[config.mk]
export PLATFORM = sky130hd
export DESIGN_NAME = subsample_8x8
export DESIGN_NICKNAME = d
export VERILOG_FILES = /design/src/rtl/subsample_8x8.sv
export SDC_FILE = /design/constraint.sdc
export NUM_CORES = 2
export LEC_CHECK = 0
export CAP_MARGIN = 40
export CORE_AREA = 2 2 446 448
export CTS_BUF_LIST = sky130_fd_sc_hd__clkbuf_4 sky130_fd_sc_hd__clkbuf_8 sky130_fd_sc_hd__clkbuf_16
export CTS_CLUSTER_SIZE = 20
export DETAILED_ROUTE_END_ITERATION = 10
export DIE_AREA = 0 0 448 450
export RECOVER_POWER = 50
export SYNTH_ARGS = -nofsm -noshare
export SYNTH_HDL_FRONTEND = slang
export SYNTH_SLANG_ARGS = --single-unit
[constraint.sdc]
create_clock -name clock -period 3.1 [get_ports clock]
set_input_delay 0.465 -clock clock [delete_from_list [all_inputs] [get_ports clock]]
set_output_delay 0.465 -clock clock [all_outputs]
set_load 0.05 [all_outputs]
[src/rtl/subsample_8x8.sv]
`default_nettype none
// ============================================================================
//  Module   : subsample_8x8
//  Purpose  : Chroma 4:2:0 subsampler. Collects four 8x8 chroma quadrants of
//             one 16x16 MCU, averages every 2x2 neighbourhood with round-half-
//             up, and emits one 8x8 block with a single-cycle valid pulse.
//  Revision : 1.0  initial release
// ============================================================================

`ifndef CH
`define CH 2
`endif

module subsample_8x8 (
  input  logic                               clock,
  input  logic                               reset,
  input  logic [$clog2(`CH+1)-1:0]           ch,
  input  logic                               valid_in,
  input  logic signed [7:0][7:0][8:0]        block_in,
  output logic signed [7:0][7:0][8:0]        block_out,
  output logic [$clog2(`CH+1)-1:0]           ch_out,
  output logic                               valid_out,
  output logic                               busy
);

  localparam int CH_W = $clog2(`CH+1);
  localparam logic [CH_W-1:0] CH_CB = CH_W'(1);
  localparam logic [CH_W-1:0] CH_CR = CH_W'(2);

  // Quadrant index doubles as the collection state: Q0 is idle.
  typedef enum logic [1:0] {
    Q0 = 2'd0,
    Q1 = 2'd1,
    Q2 = 2'd2,
    Q3 = 2'd3
  } quad_e;

  quad_e                       state_q, state_d;
  logic [CH_W-1:0]             grp_ch_q, grp_ch_d;
  logic [2:0][3:0][3:0][8:0]   buf_q, buf_d;
  logic [7:0][7:0][8:0]        block_out_q, block_out_d;
  logic [CH_W-1:0]             ch_out_q, ch_out_d;
  logic                        valid_out_q, valid_out_d;
  logic                        busy_q, busy_d;

  logic [3:0][3:0][8:0]        avg_w;
  logic                        is_chroma_w;
  logic                        same_grp_w;
  logic [1:0]                  quad_idx_w;

  // Sum four samples in 11 bits; the arithmetic shift makes exact halves
  // round toward +inf. The result always fits 9 bits signed.
  function automatic logic [8:0] avg4(input logic signed [8:0] a,
                                      input logic signed [8:0] b,
                                      input logic signed [8:0] c,
                                      input logic signed [8:0] d);
    logic signed [10:0] s;
    s = 11'(a) + 11'(b) + 11'(c) + 11'(d) + 11'sd2;
    return 9'(s >>> 2);
  endfunction

  // 4x4 average of the incoming block, ready for whichever quadrant it is.
  always_comb begin
    avg_w = '0;
    for (int r = 0; r < 4; r++) begin
      for (int c = 0; c < 4; c++) begin
        avg_w[r][c] = avg4($signed(block_in[2*r][2*c]),
                           $signed(block_in[2*r][2*c+1]),
                           $signed(block_in[2*r+1][2*c]),
                           $signed(block_in[2*r+1][2*c+1]));
      end
    end
  end

  // Channel classification of the incoming block against the open group.
  always_comb begin
    is_chroma_w = (ch == CH_CB) || (ch == CH_CR);
    same_grp_w  = (state_q != Q0) && (ch == grp_ch_q);
    quad_idx_w  = state_q;
  end

  // Quadrant sequencing, buffer fill and output load on the final quadrant.
  always_comb begin
    state_d     = state_q;
    grp_ch_d    = grp_ch_q;
    buf_d       = buf_q;
    block_out_d = block_out_q;
    ch_out_d    = ch_out_q;
    valid_out_d = 1'b0;

    if (valid_in) begin
      if (!is_chroma_w) begin
        // Luma or unknown id: drop the block and any partial group.
        state_d = Q0;
      end else if (!same_grp_w) begin
        // Idle, or a channel change that discards the partial group:
        // this block opens a new group as quadrant 0.
        grp_ch_d = ch;
        buf_d[0] = avg_w;
        state_d  = Q1;
      end else if (state_q == Q3) begin
        // Final quadrant: publish buffered quadrants plus this one at once,
        // leaving the buffer free for the next group.
        for (int qd = 0; qd < 3; qd++) begin
          for (int r = 0; r < 4; r++) begin
            for (int c = 0; c < 4; c++) begin
              block_out_d[(qd/2)*4 + r][(qd%2)*4 + c] = buf_q[qd][r][c];
            end
          end
        end
        for (int r = 0; r < 4; r++) begin
          for (int c = 0; c < 4; c++) begin
            block_out_d[4 + r][4 + c] = avg_w[r][c];
          end
        end
        ch_out_d    = grp_ch_q;
        valid_out_d = 1'b1;
        state_d     = Q0;
      end else begin
        buf_d[quad_idx_w] = avg_w;
        state_d           = (state_q == Q1) ? Q2 : Q3;
      end
    end

    busy_d = (state_d != Q0);
  end

  // State and output registers with asynchronous active-low clear.
  always_ff @(posedge clock or negedge reset) begin
    if (!reset) begin
      state_q     <= Q0;
      grp_ch_q    <= '0;
      buf_q       <= '0;
      block_out_q <= '0;
      ch_out_q    <= '0;
      valid_out_q <= 1'b0;
      busy_q      <= 1'b0;
    end else begin
      state_q     <= state_d;
      grp_ch_q    <= grp_ch_d;
      buf_q       <= buf_d;
      block_out_q <= block_out_d;
      ch_out_q    <= ch_out_d;
      valid_out_q <= valid_out_d;
      busy_q      <= busy_d;
    end
  end

  assign block_out = block_out_q;
  assign ch_out    = ch_out_q;
  assign valid_out = valid_out_q;
  assign busy      = busy_q;

endmodule

`default_nettype wire

After elaboration in Yosys (flattened, before gate mapping)
Cells that the tools add are included.
{"block": "word_totals", "word_cells": 214, "output_inout_bits": 580, "in_bits": 581, "reg_bits": 1016}
{"block": "op_classes", "addsub": 64, "eq_ne": 6, "bitwise": 2, "magnitude_cmp": 2, "n_mux": 14, "n_reduce_logical": 9}
{"cell": "$bwmux W432", "n": 1}
{"cell": "$mux W144", "n": 3}
{"cell": "$demux W144 S2", "n": 1}
{"cell": "$add A10 B9 Y11", "n": 16}
{"cell": "$add A11 B3 Y11 const B", "n": 16}
{"cell": "$add A11 B9 Y11", "n": 16}
{"cell": "$add A9 B9 Y10", "n": 16}
{"cell": "$mux W2", "n": 4}
{"cell": "$reduce_and A4 Y1", "n": 2}
{"cell": "$reduce_and A3 Y1", "n": 2}
{"cell": "$mux W1", "n": 5}
{"cell": "$eq A2 B1 Y1 const B", "n": 2}
{"cell": "$eq A2 B2 Y1 const B", "n": 2}
{"cell": "$reduce_bool A2 Y1", "n": 2}
{"cell": "$lt A2 B3 Y1 const B", "n": 1}
{"cell": "$eq A2 B2 Y1", "n": 1}
{"cell": "$ge A2 B1 Y1 const B", "n": 1}
{"cell": "$logic_and A1 B1 Y1", "n": 2}
{"cell": "$ne A2 B2 Y1 const B", "n": 1}
{"cell": "$not A1 Y1", "n": 2}
{"cell": "$logic_or A1 B1 Y1", "n": 1}

Depth between registers and ports, before layout
{"block": "logic_depth", "ltp_word": 7, "depth_mapped": 12, "ltp_nobuf": 11}

Least setup slack after synthesis
Ideal clock, no wire load.
{"block": "synth_path", "kind": "input -> register", "from": "in block_in[21] (netlist bit)", "to": "reg block_out_q, in the netlist block_out[341]", "setup_ps": 125, "path_stages": 11, "arrival_time_ps": 3340, "t_required_ps": 2975, "n_path_buf": 0, "setup_slack_ps": -365, "path_cell_list": "inv_1 > fa_1 > fa_1 > inv_1 > ha_1 > or3_1 > o221ai_1 > o211ai_1 > or4_1 > and3_1 > mux2_2"}
{"block": "synth_via", "elab_chain_len": 4}
{"item": "start: declaration", "line_no": "19", "source": "input logic signed [7:0][7:0][8:0] block_in,"}
{"item": "$add A9 B9 Y10", "line_no": "58", "source": "s = 11'(a) + 11'(b) + 11'(c) + 11'(d) + 11'sd2;"}
{"item": "$add A10 B9 Y11", "line_no": "58"}
{"item": "$add A11 B9 Y11", "line_no": "58"}
{"item": "$add A11 B3 Y11", "line_no": "58"}
{"item": "end signal: assignment", "line_no": "142", "source": "block_out_q <= block_out_d;"}
{"item": "end: declaration", "line_no": "41", "source": "logic [7:0][7:0][8:0] block_out_q, block_out_d;"}
Every way passes these cells.
A chain may end at the register's enable or synchronous reset.

Worst setup path after layout
{"block": "layout_path", "from": "in block_in[164] (netlist bit)", "to": "reg block_out_q, in the netlist block_out[412]"}
Same word-level chain as after synthesis.

==> impl_metrics.env <==
export IMPL_synth_top_area_cell="dfrtp_1"
export IMPL_drc_violation_count_after_routing=0
export IMPL_initial_core_util_pct=26.5
export IMPL_post_route_period_util_pct=100
export IMPL_crit_slowest_cell="fa_1"
export IMPL_post_synth_main_area_contributors="dfrtp_1 49%, nand2_1 13%, fa_1 11%"
export IMPL_ys_warnings_count=0
export IMPL_static_leakage_power_nw=38.2
export IMPL_cts_sinks=1016
export IMPL_period_minus_slack_ns=3.10
export IMPL_coreArea_sq_um=197000
export IMPL_gp_congestion=0.992
export IMPL_final_setup_viol_count=0
export IMPL_antenna_violations_before_repair=33
export IMPL_die_width_microns=448
export IMPL_launch_point_of_the_worst_path="block_in[164]"
export IMPL_longest_individual_stage_delay_on_the_worst_path_ns=0.53
export IMPL_rr_endpoint="block_out[234]"
export IMPL_drt_first_pass_iters=5
export IMPL_postSynthRegisterBits=1016
export IMPL_cts_buffers_inserted=114
export IMPL_crit_path_cell_trace="clkdlybuf4s50_1 > inv_1 > fa_1 > fa_1 > inv_1 > ha_1 > nand4b_1 > a211o_1 > a21oi_4 > a2111oi_2 > a2bb2oi_2 > buf_4 > mux2_2"
export IMPL_status="complete, but fails checks"
export IMPL_timing_hold_ws_ns=0.383
export IMPL_crit_path_start_kind="input port"
export IMPL_data_required_time_at_the_worst_endpoint_ns=3.70
export IMPL_final_max_slew_viol_count=57
export IMPL_total_power_w=0.0509
export IMPL_layout_nets=8166
export IMPL_finish_instance_area_sq_um=75300
export IMPL_timing_critical_path_fanout_max=4
export IMPL_power_per_cell_area_nw_per_um2=677
export IMPL_dr_first_iter_drc_count=2508
export IMPL_grt_pass1_vias=43800
export IMPL_worstMarginPinSlew_ns=2.53
export IMPL_clock_path_buffers=3
export IMPL_max_freq_mhz=323
export IMPL_ff2ff_path_depth=8
export IMPL_min_path_type="in -> reg"
export IMPL_ctsHtreeMaxLevel=3
export IMPL_area_growth_synth_to_final_pct=44.5
export IMPL_worstSetupEndpoint="block_out[412]"
export IMPL_hold_viol=0
export IMPL_critical_path_class="in -> reg"
export IMPL_post_synth_top_area_fraction_pct=48.8
export IMPL_r2r_start="grp_ch_q[0]"
export IMPL_ys_types=66
export IMPL_max_cap_viol_count=1
export IMPL_die_area_sq_um=202000
export IMPL_async_reset_ff_share_pct=100
export IMPL_postRouteAntennaNets=0
export IMPL_grt_util_all_layers_pct=20.5
export IMPL_wire_length_of_the_first_global_routing_pass_microns=300000
export IMPL_end_kind="flip-flop"
export IMPL_syn_nets=6561
export IMPL_nFillCells=19700
export IMPL_failing_checks="max-capacitance violations, max-slew violations"
export IMPL_yosys_most_used_dff="dfrtp_1"
export IMPL_placedInstanceArea_sq_um=70700
export IMPL_synth_seq_area_share_pct=48.8
export IMPL_post_synthesis_cell_count=5532
export IMPL_post_dp_hpwl_microns=167000
export IMPL_fp_row_count=163
export IMPL_mappedNetlistArea_sq_um=52100
export IMPL_tritoncts="built"
export IMPL_wl_per_cell_microns=21.2
export IMPL_worst_ir_drop_vdd_uv=477
export IMPL_wl_microns=210000
export IMPL_max_slew_margin_rel_pct=-68.3
export IMPL_synth_enable_flop_cells=0
export IMPL_gr_total_overflow=0
export IMPL_critPathArrivalTime_ns=3.70
export IMPL_syn_area_per_cell_sq_um=9.41
export IMPL_timing_reg2reg_setup_slack_ns=0.19
export IMPL_via_count=42900
export IMPL_grt_max_degree=174
export IMPL_clkSlewWorstSetupHoldPaths_ns=0.06
export IMPL_port_buffer_count=1160
export IMPL_ctsRootBufferMaster="clkbuf_16"
export IMPL_drt_vias_per_instance=4.33
export IMPL_finClkSkew_ns=0.0665
export IMPL_drive_gt1_share_pct=14.5
export IMPL_io_pins=1161
export IMPL_die_h_microns=450
export IMPL_insertion_delay_ns=0.77
==> how the worst min path moves through the flow <==
| stage | startpoint | end | slack (ns) | cells past startpoint |
|---|---|---|---|---|
| finish | ch[1] | grp_ch_q[0] | 0.38 | 2 |
| global route | ch[1] | grp_ch_q[0] | 0.35 | 2 |
| CTS | ch[1] | grp_ch_q[0] | 0.30 | 2 |
| detailed placement | buf_q[302] | block_out[302] | 0.45 | 2 |
| global placement | buf_q[52] | block_out[88] | 0.44 | 2 |
| floorplan | reset | block_out[0] | 0.17 | 0 |
==> per-stage QoR <==
step / setup WS, ns / instances / TNS (ns) / utilization [%]
6_report: 0.00132 / 9887 / 0 / 38.3
4_1_cts: -0.0285 / 9869 / -0.0467 / 38.2
5_1_grt: -0.0261 / 9885 / -0.204 / 38.3
3_5_place_dp: -1.12 / 9645 / -345.69 / 36.0
2_1_floorplan: -0.360 / 5532 / -4.24 / -
3_3_place_gp: -1.13 / 9637 / -329.09 / 35.9
==> power by group <==
group	total, W	switching (W)	internal, W
clock network	0.0145	0.00601	0.00849
logic	0.0197	0.0109	0.00878
registers	0.0167	0.00125	0.0154
total	0.0509	0.0182	0.0327
==> kinds of logic (layout without fill, tap and decap cells) <==
group	Yosys count	in the layout	synth area share (%)
adders and majority gates	448	448	14.9
buffers and inverters	1066	2768	8.61
and+or+nand+nor	2049	2049	15.6
muxes	103	103	2.23
DFF	1016	1016	48.8
AOI/OAI and AO/OA	733	733	7.86
other	0	13	0
xor gates and xnor gates	117	117	1.97
==> critical path, delay by kind of cell <==
kind | cells | cell delay [ns]
AO/OA/AOI/OAI | 4 | 0.78
adder cells (fa/ha/maj) | 3 | 1.34
buffers and inverters | 4 | 0.71
multiplexers | 1 | 0.26
AND/OR/NAND/NOR | 1 | 0.13
==> cell usage in the layout, fill, tap and decap left out, types with 30 or more instances in the layout <==
cell             count
xnor2_1             41
inv_2               37
xor2_1              57
ha_1               130
fa_1               281
nand2_1           1831
clkbuf_2            30
clkbuf_16          115
inv_1              810
clkdlybuf4s50_1   1079
dfrtp_1           1016
buf_4              438
buf_12              32
mux2_2              84
o21ai_0            467
nor2_1              50
a21oi_1             64
==> layout make-up <==
type | count | area (sq um) | share of cell area [%]
Tap cell | 2640 | 3300 | 4.39
Clock buffer | 155 | 3320 | 4.41
Multi-Input combinational cell | 3450 | 23200 | 30.8
Clock inverter | 58 | 746 | 0.991
Antenna cell | 13 | 32.5 | 0.0432
Sequential cell | 1016 | 25400 | 33.8
Timing Repair Buffer | 1702 | 16000 | 21.2
Inverter | 853 | 3260 | 4.33
==> sequential cells by signal, summed over array words and instances, names as in the netlist <==
name	cells
block_out	576
ch_out	2
valid_out	1
busy	1
grp_ch_q	2
quad_idx_w	2
buf_q	432
==> layer usage <==
metal | share of wire (%) | routed length [microns] | GRT usage (%)
met5 | 0.013 | 27 | 0
met3 | 5.8 | 12200 | 4.32
met4 | 4.0 | 8460 | 7.29
met2 | 49 | 104000 | 34.9
met1 | 41 | 85700 | 25.4
==> cells in the mapped netlist, types with 6 or more instances <==
cell and number:
or3_1 22, o21a_1 23, nand2_1 1833, buf_6 46, or2_2 18, nor3_1 27, o211ai_1 14, nand3_1 21
nand4_1 13, nor2b_1 9, xnor2_1 49, a21oi_1 82, o21ai_0 496, o21bai_1 6, xor2_1 68, ha_1 160
clkbuf_1 114, a31oi_1 15, mux2_2 102, o31ai_1 14, buf_2 48, dfrtp_1 1016, a21o_1 28, and3b_1 7
inv_1 852, and3_1 13, fa_1 288, nor2_1 51
==> repair_timing <==
action	4_1_cts	5_1_grt
setup endpoints to repair	114	217
pin swaps	57	96
gates resized for setup	96	155
endpoints found under the hold margin	37	0
hold buffers	1	0
setup buffers	11	6
Power figures use the tool's default switching activity.
